File: config.mk
export PLATFORM = sky130hd
export DESIGN_NAME = inst_fetch_ctrl
export DESIGN_NICKNAME = d
export VERILOG_FILES = /design/src/rtl/inst_fetch_ctrl.sv
export SDC_FILE = /design/constraint.sdc
export NUM_CORES = 1
export LEC_CHECK = 0
export CAP_MARGIN = 20
export CORE_MARGIN = 3
export CORE_UTILIZATION = 34
export CTS_BUF_LIST = sky130_fd_sc_hd__clkbuf_16
export DETAILED_ROUTE_END_ITERATION = 10
export GPL_TIMING_DRIVEN = 0
export PLACE_DENSITY_LB_ADDON = 0.1
export SYNTH_ARGS = -nofsm -noshare
export SYNTH_HDL_FRONTEND = slang
export SYNTH_SLANG_ARGS = --single-unit
File: constraint.sdc
create_clock -name CLK -period 3.1 [get_ports CLK]
set_input_delay 0.62 -clock CLK [delete_from_list [all_inputs] [get_ports CLK]]
set_output_delay 0.62 -clock CLK [all_outputs]
set_load 0.01 [all_outputs]
File: src/rtl/inst_fetch_ctrl.sv
// inst_fetch_ctrl: instruction fetch sequencer for a combinational instruction ROM.
// Ports:
//   CLK, Reset_n            clock, asynchronous active-low reset
//   Start                   pulse: begin fetching at address 0 (from IDLE or HALT)
//   Stall                   freeze PC and instruction register
//   BranchEn/BranchRel      redirect fetch; relative targets are InstPC + signed BranchTarget
//   BranchTarget            absolute address or two's-complement offset
//   InstAddress / InstIn    ROM address (the PC) and the word read back
//   InstOut / InstPC        instruction register and the address it came from
//   InstValid / Halted      InstOut is live / a halt opcode stopped fetch
// Optional build macro FETCH_PERF_CNT_EN adds saturating CycleCount and FetchCount outputs.
module inst_fetch_ctrl #(
    parameter int IW = 9,
    parameter int DW = 32,
    parameter logic [3:0] HALT_OP = 4'b1111
) (
    input  logic          CLK,
    input  logic          Reset_n,
    input  logic          Start,
    input  logic          Stall,
    input  logic          BranchEn,
    input  logic          BranchRel,
    input  logic [IW-1:0] BranchTarget,
    output logic [IW-1:0] InstAddress,
    input  logic [DW-1:0] InstIn,
    output logic [DW-1:0] InstOut,
    output logic [IW-1:0] InstPC,
    output logic          InstValid,
    output logic          Halted
`ifdef FETCH_PERF_CNT_EN
    ,
    output logic [15:0]   CycleCount,
    output logic [15:0]   FetchCount
`endif
);
    typedef enum logic [1:0] {IDLE, RUN, HALT} state_t;
    state_t state;
    logic [IW-1:0] pc;
    logic [IW-1:0] target;
    logic halt_hit;
    // IW-bit addition wraps exactly like a sign-extended add truncated to IW bits
    assign target = BranchRel ? InstPC + BranchTarget : BranchTarget;
    assign halt_hit = InstIn[DW-1:DW-4] == HALT_OP;
    assign InstAddress = pc;
    always_ff @(posedge CLK or negedge Reset_n) begin
        if (!Reset_n) begin
            state     <= IDLE;
            pc        <= '0;
            InstOut   <= '0;
            InstPC    <= '0;
            InstValid <= 1'b0;
            Halted    <= 1'b0;
`ifdef FETCH_PERF_CNT_EN
            CycleCount <= '0;
            FetchCount <= '0;
`endif
        end else begin
            case (state)
                IDLE: begin
                    if (Start) begin
                        pc    <= '0;
                        state <= RUN;
`ifdef FETCH_PERF_CNT_EN
                        CycleCount <= '0;
                        FetchCount <= '0;
`endif
                    end
                end
                RUN: begin
`ifdef FETCH_PERF_CNT_EN
                    if (CycleCount != 16'hFFFF) CycleCount <= CycleCount + 16'd1;
`endif
                    if (!Stall) begin
                        if (BranchEn) begin
                            // squash the word read this cycle: one-bubble penalty
                            InstValid <= 1'b0;
                            pc        <= target;
                        end else begin
                            InstOut   <= InstIn;
                            InstPC    <= pc;
                            InstValid <= 1'b1;
`ifdef FETCH_PERF_CNT_EN
                            if (FetchCount != 16'hFFFF) FetchCount <= FetchCount + 16'd1;
`endif
                            if (halt_hit) begin
                                state  <= HALT;
                                Halted <= 1'b1;
                            end else begin
                                pc <= pc + IW'(1);
                            end
                        end
                    end
                end
                HALT: begin
                    InstValid <= 1'b0;
                    if (Start) begin
                        pc     <= '0;
                        Halted <= 1'b0;
                        state  <= RUN;
`ifdef FETCH_PERF_CNT_EN
                        CycleCount <= '0;
                        FetchCount <= '0;
`endif
                    end
                end
                default: state <= IDLE;
            endcase
        end
    end
endmodule
==> results.cfg <==
[logic_synthesis]
synth_cells = 235
ys_ff_latch = 54
synthAdderAreaFrac_pct = 4.858
yosys-top-cells-area = dfrtp_1 49%, mux2_2 15%, ha_1 4.1%, o21ai_0 2.7%, nand2_1 2.5%
synth_xor_xnor_area_share_pct = 3.529
ys_warn_count = 0
synth_area_per_cell_um2 = 11.62
synth_compound_area_share_pct = 11.00
yosysTopAreaCell = dfrtp_1
synth.top_cell.area_share_pct = 49.50
synth_simple_gate_area_share_pct = 9.945
yosysUniqueCellTypes = 40
synth_top_family_by_area = multiplexers
synthesis.nets = 292
ys_seq_area_share_pct = 49.50
synth_area_um2 = 2730
muxShareOfSynthArea_pct = 17.69

[place]
port-buffer-count = 97
gp_congestion = 0.7596
pre_cts_ws_ns = 0.2779
post-dp-hpwl_mm = 5.052

[global_route]
grt_pass1_wl_mm = 10.54
grt_util_all_layers_pct = 14.82
grt_pass1_vias = 2172
antenna_found_initial = 0
grt_max_degree = 31
grt-ovfl-total = 0

[power_and_ir_drop]
switching_share_pct = 33.56
p_per_area_nw_per_um2 = 856.4
ir_drop_v = 0.0003552
p_leak_uw = 0.001656
clkPwrFrac_pct = 15.9
comb_power_share_pct = 48.1
internal-power_uw = 2267
p_seq_share_pct = 36.1
p_switching_uw = 1145

[detailed_routing]
dr.first_iter.drc_count = 68
drt_wl_total_mm = 6.582
viasPerCell = 4.831
drtPass1Iterations = 4
route.vias.total = 2140
drc_errors = 0
wl_per_cell_um = 14.86
antenna_left = 0

[floorplanning]
boundaryPins = 99
die_x_um = 95.61
fp.dieArea_um2 = 9141
die_h_um = 95.61
start_util_pct = 35.15
core-area_um2 = 7767
fp-row-count = 32

[worst_setup_path]
slowest_delay_ns = 0.43
worstSetupStartpointType = primary input
endpoint_kind = flop
cp.arrival_ns = 2.75
cp_cell_sequence = clkdlybuf4s50_1, ha_1, fa_1, a211oi_1, nor2_1, xnor2_1, a221oi_1, a21o_1
worst_ep_required_time_ns = 3.33
path_class = in2reg
crit_path_max_fanout = 3
critPathSlowestCell = clkdlybuf4s50_1

[sta]
post-route-min-period_ns = 2.526
final_hold_viol_count = 0
slew_viol_final = 0
max_clock_freq_mhz = 395.9
tightest_slew_ns = 0.6250
finalCritPeriodShare_pct = 81.49
slew_headroom_pct = 58.33
skew_ns = 0.007067
rsz0062_at_grt = no
fin_ws_ns = 0.5738
setup_viol = 0

[clock_tree]
post_cts_buffers = 0
cts-root-buf = clkbuf_16
clockBufferDepth = 2
clk_pin_slew_ns = 0.07
cts_hold_buf = 0
worst_skew_pair.late_latency_ns = 0.29
cts_inserted_buffers = 5
cts_tree = done
post_cts_resized = 0
cts.sinks = 54
ctsHtreeMaxLevel = 2

[finish]
drive_above_1_share_pct = 16.72
syn_to_final_growth_pct = 45.97
antennaDiodeCount = 0
fin_nets = 397
final_util_pct = 51.30

[job]
maxCapViolCount = 0

[status]
status = finished clean

[hold_path]
hold_class = in2async
## critical path, delay by kind of cell
family,cells,cell delay [ns]
compound gates,3,0.80
fa+ha+maj,2,0.65
buf+inv,1,0.43
xor+xnor,1,0.14
simple gates,1,0.11
## synthesized netlist by cell type
cell type / n
o32a_1: 1
and2_4: 1
fa_1: 1
nand3_1: 4
a32o_1: 1
o32ai_1: 1
a21oi_1: 12
o21bai_1: 1
dfrtp_1: 54
xor2_1: 5
nand3b_1: 1
buf_2: 1
a211oi_1: 2
or2_2: 1
inv_1: 6
nor3b_1: 1
mux2i_1: 1
inv_2: 1
buf_6: 5
o211ai_2: 1
ha_1: 9
a21o_1: 2
nand2_1: 18
o21ai_0: 15
nor3_1: 6
nor2_4: 1
nor4_4: 1
nor2b_1: 2
o31ai_1: 2
nor2_1: 16
nand2b_1: 3
clkbuf_1: 2
o22ai_1: 1
a22oi_1: 1
a221oi_1: 1
mux2_2: 37
mux2_1: 5
a211o_1: 3
xnor2_1: 6
o211ai_1: 3
## path summary, 6_finish.rpt
| check | start | cells after the start | slack, ns | to |
|---|---|---|---|---|
| worst max-delay path | BranchTarget[0] | 8 | 0.57 | InstAddress[4] |
| worst min-delay path | Reset_n | 1 | 0.35 | InstOut[19] |
| worst max register to register | InstPC[0] | 7 | 0.95 | InstAddress[4] |
| worst min register to register | InstOut[19] | 1 | 0.49 | InstOut[19] |
| max in group asynchronous | Reset_n | 2 | 2.17 | InstOut[1] |
| min in group CLK | InstOut[19] | 1 | 0.49 | InstOut[19] |
## metal layers
| metal | routed length [µm] | GRT usage, % | up-vias |
|---|---|---|---|
| met2 | 3328 | 24.15 | 49 |
| met4 | 55 | 3.910 | 0 |
| met1 | 2853 | 19.84 | 1037 |
| met5 | 0 | 0 | - |
| li1 | - | - | 1050 |
| met3 | 344 | 3.315 | 4 |
## power groups by stage
stage          sequential [µW]  clock [µW]  combinational (µW)
6_report                  1230         542                1640
5_1_grt                   1280         592                1800
4_1_cts                   1240         567                1670
3_5_place_dp              1250           0                1660
3_3_place_gp              1240           0                1640
2_1_floorplan             1340           0                 726
## registers in the layout (all words and copies together), names as in the netlist
name,flops
InstPC,9
InstOut,32
InstAddress,9
state,2
Halted,1
InstValid,1
## layout by cell type, fill, tap and decap left out, drive strengths merged, types with 2 or more instances in the layout
| cell | instances |
|---|---|
| a211o | 3 |
| a211oi | 2 |
| a21o | 2 |
| a21oi | 12 |
| buf | 8 |
| clkbuf | 7 |
| clkdlybuf4s50 | 96 |
| clkinv | 3 |
| dfrtp | 54 |
| ha | 9 |
| inv | 7 |
| mux2 | 42 |
| nand2 | 18 |
| nand2b | 3 |
| nand3 | 4 |
| nor2 | 17 |
| nor2b | 2 |
| nor3 | 6 |
| o211ai | 4 |
| o21ai | 15 |
| o31ai | 2 |
| xnor2 | 6 |
| xor2 | 5 |
## cell families after synthesis
| family | count (synthesis) |
|---|---|
| adders and majority gates | 10 |
| buffers and inverters | 15 |
| AOI/OAI and AO/OA | 47 |
| xor gates and xnor gates | 11 |
| and+or+nand+nor | 55 |
| muxes | 43 |
| DFF | 54 |
## layout make-up
class	count	area (µm²)
buffer	8	68.82
clock buffer	5	125.1
clock inverter	3	16.27
fill	738	3782
inverter	7	26.28
multi-input combinational	166	1284
sequential	54	1351
tap	102	127.6
timing repair buffer	98	985.9
## per-stage QoR
step	instances	power, µW	hold WS, ns	TNS [ns]	instance area (µm²)
after global placement	434	2885	0.4696	-21.84	3829
after global routing	443	3673	0.3858	0	3985
after floorplan	235	2069	0.3244	0	2730
after detailed placement	435	2911	0.4784	0	3844
after CTS	443	3475	0.3655	0	3985
final	443	3413	0.3523	0	3985
No activity file was read; power rests on OpenSTA's default activity.
